===== src/rtl/hazard_ctrl.sv =====
// ---------------------------------------------------------------------------
// hazard_ctrl
//
// Data-hazard and branch-flush controller for a 5-stage MIPS-style pipeline.
// Decoded destinations of issued instructions move through a 3-slot
// scoreboard (EXE, MEM, WB). The instruction in decode is compared against
// that scoreboard, and the result drives stall, bubble and flush.
//
// Optional feature macro: HAZARD_FWD_EN
//   defined   : only a load in EXE with a matching destination causes a hazard
//               (load-use, one bubble). Forwarding resolves other matches.
//   undefined : any valid EXE/MEM/WB slot with a matching destination causes a
//               hazard (full interlock, up to three bubbles).
//
// Ports
//   clk        in   clock, rising edge
//   reset      in   synchronous, active-high
//   instr_id   in   instruction in decode (32'd0 is a NOP)
//   id_valid   in   instr_id is a real instruction
//   branch     in   registered taken-branch flag from execute
//   stall      out  hold PC and IF/ID (combinational)
//   bubble     out  load 32'd0 into ID/EXE (combinational)
//   flush      out  load 32'd0 into IF/ID (combinational)
//   state      out  registered controller state: RUN=00, STALL=01, FLUSH=10
//   stall_cnt  out  saturating count of stall cycles
// ---------------------------------------------------------------------------
module hazard_ctrl #(
    parameter int STALL_CNT_W = 16
) (
    input  logic                   clk,
    input  logic                   reset,
    input  logic [31:0]            instr_id,
    input  logic                   id_valid,
    input  logic                   branch,
    output logic                   stall,
    output logic                   bubble,
    output logic                   flush,
    output logic [1:0]             state,
    output logic [STALL_CNT_W-1:0] stall_cnt
);

    typedef enum logic [1:0] {
        ST_RUN   = 2'b00,
        ST_STALL = 2'b01,
        ST_FLUSH = 2'b10
    } state_t;

    typedef struct packed {
        logic       valid;
        logic [4:0] dest;
        logic       is_load;
    } slot_t;

    localparam slot_t SLOT_EMPTY = '{valid: 1'b0, dest: 5'd0, is_load: 1'b0};
    localparam logic [STALL_CNT_W-1:0] CNT_MAX = {STALL_CNT_W{1'b1}};
    localparam logic [STALL_CNT_W-1:0] CNT_ONE = {{(STALL_CNT_W-1){1'b0}}, 1'b1};

    slot_t                   exe_r;
    slot_t                   mem_r;
    slot_t                   wb_r;
    state_t                  state_r;
    logic [STALL_CNT_W-1:0]  stall_cnt_r;
    logic                    hazard_s;
    logic                    stall_s;
    logic                    bubble_s;
    logic                    flush_s;

    // Destination decode; the all-zero word is a NOP and writes nothing.
    function automatic slot_t decode_dest(input logic [31:0] instr);
        slot_t s;
        s = SLOT_EMPTY;
        case (instr[31:26])
            6'd0: begin
                if (instr != 32'd0) begin
                    s.valid = 1'b1;
                    s.dest  = instr[15:11];
                end else begin
                    s = SLOT_EMPTY;
                end
            end
            6'd35: begin
                s.valid   = 1'b1;
                s.dest    = instr[20:16];
                s.is_load = 1'b1;
            end
            6'd8: begin
                s.valid = 1'b1;
                s.dest  = instr[20:16];
            end
            default: s = SLOT_EMPTY;
        endcase
        return s;
    endfunction

    function automatic logic reads_rs(input logic [5:0] op);
        logic r;
        case (op)
            6'd0, 6'd35, 6'd43, 6'd8, 6'd4, 6'd5: r = 1'b1;
            default:                              r = 1'b0;
        endcase
        return r;
    endfunction

    function automatic logic reads_rt(input logic [5:0] op);
        logic r;
        case (op)
            6'd0, 6'd43, 6'd4, 6'd5: r = 1'b1;
            default:                 r = 1'b0;
        endcase
        return r;
    endfunction

    // A slot matches when it holds a real, non-$0 destination read by decode.
    function automatic logic slot_hit(input slot_t s, input logic [31:0] instr);
        logic use_rs;
        logic use_rt;
        use_rs = reads_rs(instr[31:26]);
        use_rt = reads_rt(instr[31:26]);
        return s.valid && (s.dest != 5'd0) &&
               ((use_rs && (instr[25:21] == s.dest)) ||
                (use_rt && (instr[20:16] == s.dest)));
    endfunction

    // Hazard detection against the scoreboard.
    always_comb begin
        hazard_s = 1'b0;
`ifdef HAZARD_FWD_EN
        hazard_s = id_valid && exe_r.is_load && slot_hit(exe_r, instr_id);
`else
        hazard_s = id_valid && (slot_hit(exe_r, instr_id) ||
                                slot_hit(mem_r, instr_id) ||
                                slot_hit(wb_r,  instr_id));
`endif
    end

    // Pipeline control; a taken branch overrides any stall.
    always_comb begin
        flush_s  = branch;
        stall_s  = 1'b0;
        bubble_s = 1'b0;
        if (branch) begin
            bubble_s = 1'b1;
        end else if (hazard_s) begin
            stall_s  = 1'b1;
            bubble_s = 1'b1;
        end else begin
            stall_s  = 1'b0;
            bubble_s = 1'b0;
        end
    end

    // Scoreboard shift; a branch kills the instruction that followed it into EXE.
    always_ff @(posedge clk) begin
        if (reset) begin
            exe_r <= SLOT_EMPTY;
            mem_r <= SLOT_EMPTY;
            wb_r  <= SLOT_EMPTY;
        end else begin
            wb_r  <= mem_r;
            mem_r <= branch ? SLOT_EMPTY : exe_r;
            if (id_valid && !stall_s && !flush_s) begin
                exe_r <= decode_dest(instr_id);
            end else begin
                exe_r <= SLOT_EMPTY;
            end
        end
    end

    // Controller state and saturating stall counter.
    always_ff @(posedge clk) begin
        if (reset) begin
            state_r     <= ST_RUN;
            stall_cnt_r <= '0;
        end else begin
            if (branch) begin
                state_r <= ST_FLUSH;
            end else if (stall_s) begin
                state_r <= ST_STALL;
            end else begin
                state_r <= ST_RUN;
            end
            if (stall_s && (stall_cnt_r != CNT_MAX)) begin
                stall_cnt_r <= stall_cnt_r + CNT_ONE;
            end else begin
                stall_cnt_r <= stall_cnt_r;
            end
        end
    end

    assign stall     = stall_s;
    assign bubble    = bubble_s;
    assign flush     = flush_s;
    assign state     = state_r;
    assign stall_cnt = stall_cnt_r;

endmodule


===== config.mk =====
export PLATFORM = sky130hd
export DESIGN_NAME = hazard_ctrl
export DESIGN_NICKNAME = d
export VERILOG_FILES = /design/src/rtl/hazard_ctrl.sv
export SDC_FILE = /design/constraint.sdc
export NUM_CORES = 1
export LEC_CHECK = 0
export BUFFER_PORTS_ARGS = -buffer_cell sky130_fd_sc_hd__buf_2
export CORE_ASPECT_RATIO = 0.75
export CORE_UTILIZATION = 56
export CTS_CLUSTER_DIAMETER = 30
export DETAILED_ROUTE_END_ITERATION = 16
export GPL_TIMING_DRIVEN = 0
export PLACE_DENSITY = 0.92
export SKIP_LAST_GASP = 1
export SLEW_MARGIN = 30
export SYNTH_ARGS = -nofsm -noshare
export SYNTH_HDL_FRONTEND = slang
export SYNTH_SLANG_ARGS = --single-unit

===== constraint.sdc =====
create_clock -name clk -period 3.7 [get_ports clk]
set_clock_uncertainty 0.1 [all_clocks]
set_input_delay 0.74 -clock clk [delete_from_list [all_inputs] [get_ports clk]]
set_output_delay 0.74 -clock clk [all_outputs]
set_load 0.01 [all_outputs]

---- Yosys cells after proc, flatten, opt, wreduce, memory -nomap -nowiden ----
Index checks and enable logic that the tools add are counted.
storage, ports and cells
  logic and storage cells ................. 65
  input port bits ......................... 36
  flip-flop bits (word level) ............. 36
  output and inout port bits .............. 21
cells by class
  mux-type cells .......................... 9
  equal/unequal tests ..................... 12
  reduce and logical (&&, ||, !) cells .... 33
  bitwise logic cells ..................... 1
  add/subtract/negate cells ............... 1
operators by type and width
  operator                 number
  $reduce_bool A32 Y1      1
  $eq A5 B5 Y1             6
  $add A16 B1 Y16 const B  1
  $logic_and A1 B1 Y1      16
  $ne A16 B16 Y1 const B   1
  $reduce_bool A5 Y1       3
  $eq A6 B3 Y1 const B     2
  $eq A6 B6 Y1 const B     2
  $pmux W6 S2              1
  $eq A6 B4 Y1 const B     1
  $logic_not A6 Y1         1
  $mux W1                  6
  $mux W6                  1
  $reduce_or A2 Y1         3
  $reduce_or A6 Y1         1
  $logic_or A1 B1 Y1       5
  $reduce_or A4 Y1         1
  $logic_not A1 Y1         2
  $mux W2                  1
  $not A1 Y1               1

---- Logic depth before layout (Yosys ltp) ----
  depth in word-level cells ............... 16
  gate-level depth with buffers ........... 9
  gate-level depth less buffers ........... 7

---- Worst setup path after synthesis ----
No wires, ideal clock.
  path type ............................... input to output
  from .................................... input port instr_id[19]
  to ...................................... output port stall
  path buffers ............................ 1
  data required time ...................... 2.860 ns
  arrival ................................. 2.099 ns
  path slack .............................. 0.761 ns
  stages .................................. 7
  cell sequence ........................... clkbuf_1 -> xnor2_1 -> nand3_1 -> nor4_1 -> o311ai_4 -> a21o_1 -> nor2_1
on the way
  longest elaborated chain between the ends .. 9
  elaborated cells on any way between the ends .. 17
  classes of those cells .................. eq/ne: 3; mux: 2; reduce/logical: 12
RTL lines
  what                   line  source
  start, declared        32    input logic [31:0] instr_id,
  $eq A5 B5 Y1           121   (use_rt && (instr[20:16] == s.dest)));
  $logic_and A1 B1 Y1    121
  $logic_or A1 B1 Y1     120   ((use_rs && (instr[25:21] == s.dest)) ||
  $logic_and A1 B1 Y1    119   return s.valid && (s.dest != 5'd0) &&
  $logic_or A1 B1 Y1     130   hazard_s = id_valid && (slot_hit(exe_r, instr_id) ||
  $logic_or A1 B1 Y1 *   131   slot_hit(mem_r, instr_id) ||
  $logic_and A1 B1 Y1 *  130
  $mux W1 *              143   end else if (hazard_s) begin
  $mux W1 *              141   if (branch) begin
  end, declared          35    output logic stall,
Mark *: on every way between the ends. The rest lies on a longest branch, timed or not.

---- Worst setup path after layout ----
  from .................................... input port instr_id[16]
  to ...................................... output port stall
Same word-level chain as after synthesis.

==> summary.txt <==
Logic synthesis
  • Synth Area in XOR/XNOR: 15.25%
  • Largest family of logic cells by synthesized area: simple AND/OR/NAND/NOR gates
  • Distinct cell type count after synthesis: 41
  • Synth Register Bits: 36
  • Syn Area/Cell: 8.593 um^2
  • Post-Syn Area: 2011 um^2
  • Ys Warns: 0
  • Syn Inst Count: 234
  • Synthesized Nets: 271
  • Post-synthesis mux area share: 3.983%
  • Adder-cell area share of the yosys netlist: 0.6223%
  • Sequential area share after synthesis: 35.84%
  • Simple-Gate Fraction of Synth Area: 30.18%
  • Synth Area in Compound Gates: 11.51%

Timing
  • Max_slew headroom: 52.29%
  • Unrepaired setup endpoints after global routing: false
  • Final worst path period share: 90.37%
  • Setup TNS: 0 ns
  • Fmax: 299.1 MHz
  • Setup violators final: 0
  • Fin. Hold Viols: 0
  • Final critical-path required period: 3.344 ns
  • Final Max Tran Viols: 0
  • Worst-margin pin slew: 0.7101 ns

Layout
  • Multi-input logic area: 1237 um^2
  • Register area: 720.7 um^2
  • Fin area: 2406 um^2
  • Ant diodes: 0
  • Synth-to-layout area growth: 19.66%
  • Fill count: 252
  • Share of cells above drive strength 1: 23.21%
  • Final nets: 329
  • Post-Layout Cell Count: 333

Place
  • Placed cells: 325
  • IO buf count: 51
  • Routability Congestion: 0.9486
  • Post-DP Area: 2316 um^2
  • Post-detail-place hpwl: 3844 um

Power
  • Worst vdd ir: 296.6 uV
  • Leak pwr: 0.0009540 uW
  • Total power per unit cell area: 311.5 nW/um^2

Floorplan
  • Die Area: 3837 um^2
  • Starting Density: 59.92%
  • Ports: 57
  • Die Height: 53.90 um
  • Core area: 3356 um^2
  • Die W: 71.19 um
  • Row Count: 18

Clock tree
  • CTS H-tree lvls: 2
  • CTS buffer count: 5
  • CTS tree: built
  • Clock Path Buffers: 2
  • Clock Latency Late Sink: 0.28 ns
  • # hold bufs at CTS: 0
  • Cts repair resizes: 0
  • Setup bufs post-CTS: 0
  • Sink Count: 36
  • Root buffer cell: clkbuf_8
  • Reg clk slew, reported paths: 0.07 ns

GRT
  • GRT Overall Usage: 28.61%
  • M3 GR Usage: 7.865%
  • Met1 Track Usage GR: 37.27%
  • Most Used Layer, Global Route: met2
  • Grt met2 use: 47.14%
  • GRT Residual Overflow: 0
  • Vias in the first global route: 1,776
  • Pin count of the biggest net entering global routing: 11
  • Initial antenna violation count: 0
  • First-pass GRT wire length: 8321 um

Routing
  • Antenna-violating nets left: 0
  • # DRC: 3
  • Iter 0 DRT Violations: 133
  • Drt first pass iters: 10
  • DR vias/cell: 5.874
  • Final wirelength: 5106 um
  • WL/cell: 15.33 um
  • Via Count: 1,956

Job
  • Max-cap viol count: 0

Status
  • Status: finished, violations left
  • Failing checks: design-rule violations

Setup path
  • Worst Path Class, Setup: in2out
  • Crit path DAT: 2.50 ns
  • WP data required: 2.86 ns
  • Crit. End Element: output port
  • R2r setup slk: 0.99 ns
  • Crit-path max FO: 8
  • Startpoint types: primary input

Worst hold path
  • Hold crit path type: reg2reg
logic make-up (layout without fill, tap and decap cells):
family	count (synthesis)	in the layout
adder cells (fa/ha/maj)	1	1
multiplexers	7	7
XOR/XNOR	35	35
flip-flops	36	36
buffers and inverters	13	72
AND/OR/NAND/NOR	112	112
AO/OA/AOI/OAI	30	30
routing by layer:
layer | share of wire [%] | routed length [um]
met1 | 44 | 2270
met3 | 7.6 | 388
met5 | 0 | 0
met2 | 46 | 2368
met4 | 1.5 | 78
stage by stage:
stage | utilization, % | total power [uW] | setup WS [ns] | hold WS (ns)
after floorplan | - | 435.7 | 0.7607 | 0.3262
after global routing | 71.70 | 777.8 | 0.2383 | 0.4125
after detailed placement | 69.02 | 470.8 | 0.4099 | 0.3604
after global placement | 69.02 | 468.7 | 0.4277 | 0.3408
final | 71.70 | 749.4 | 0.3564 | 0.3825
after CTS | 71.70 | 748.6 | 0.3995 | 0.3835
critical path: stages:
cell      delay [ns]
clkbuf_1        0.30
xnor2_1         0.16
nand4_1         0.11
nor4_1          0.47
o311ai_4        0.22
a21o_1          0.25
nor2_1          0.10
buf_2           0.14
worst paths after layout:
check	startpoint	cells past startpoint	endpoint
max	instr_id[16]	8	stall
min	exe_r[6]	1	mem_r[6]
max reg2reg	exe_r[2]	7	stall_cnt[11]
min reg2reg	exe_r[6]	1	mem_r[6]
cells in the mapped netlist:
cell,instances,area (um^2)
a22oi_1,5,37.54
a32oi_1,1,8.760
a21o_1,2,15.01
nand2_1,9,33.78
a211oi_2,1,12.51
mux2i_1,2,20.02
dfxtp_1,36,720.7
inv_1,3,11.26
xnor2_1,25,219.0
nor4_2,1,12.51
nand2b_1,5,31.28
nor4_1,10,62.56
nor4b_1,1,8.760
o311ai_4,1,26.28
nor2b_1,12,75.07
or3_1,2,12.51
o21ai_1,2,10.01
a2111oi_0,2,17.52
xor2_1,10,87.58
buf_1,1,3.750
a21oi_2,1,8.760
clkbuf_1,8,30.03
a211oi_1,2,15.01
and4_1,1,8.760
nand4_1,7,43.79
nor2_1,30,112.6
and4b_1,1,10.01
a21oi_1,8,40.04
nor3b_1,1,7.510
nand3_1,11,55.05
or4_1,4,30.03
a31o_2,4,35.03
and3_1,3,18.77
buf_4,1,7.510
o21ai_0,1,5.000
and2_1,7,43.79
nor3_2,1,10.01
nor3_1,6,30.03
mux2_4,1,15.01
mux2_1,4,45.04
ha_1,1,12.51
flip-flops by register name, indices dropped and copies added (netlist names):
name       count
stall_cnt     16
exe_r          6
state          2
mem_r          6
wb_r           6
power breakdown:
group	internal (uW)	switching, uW
Combinational	31.9	42.7
Sequential	388	0.488
Clock	152	134
Total	572	177
cells in the final DEF, fill, tap and decap left out, types with 2 or more instances in the layout:
master and instances:
buf_2 51, xor2_1 10, a2111oi_0 2, a21o_1 2, inv_1 3, and2_1 7
nand4_1 7, a22oi_1 5, a21oi_1 8, xnor2_1 25, nor2b_1 12, clkbuf_1 10
and3_1 3, or3_1 2, nor3_1 6, clkbuf_8 6, nand3_1 11, o21ai_1 2
nand2b_1 5, a211oi_1 2, mux2i_1 2, mux2_1 4, a31o_2 4, nor4_1 10
dfxtp_1 36, nand2_1 9, or4_1 4, nor2_1 30
final cells by class:
cell class	count	area share, %
multi-input cells	185	51.43
flip-flops and latches	36	29.95
repair buffers	51	10.61
clock buffers	8	3.744
well taps	40	2.080
plain buffers	10	1.716
inverters	3	0.4680
No activity file was read; power rests on OpenSTA's default activity.
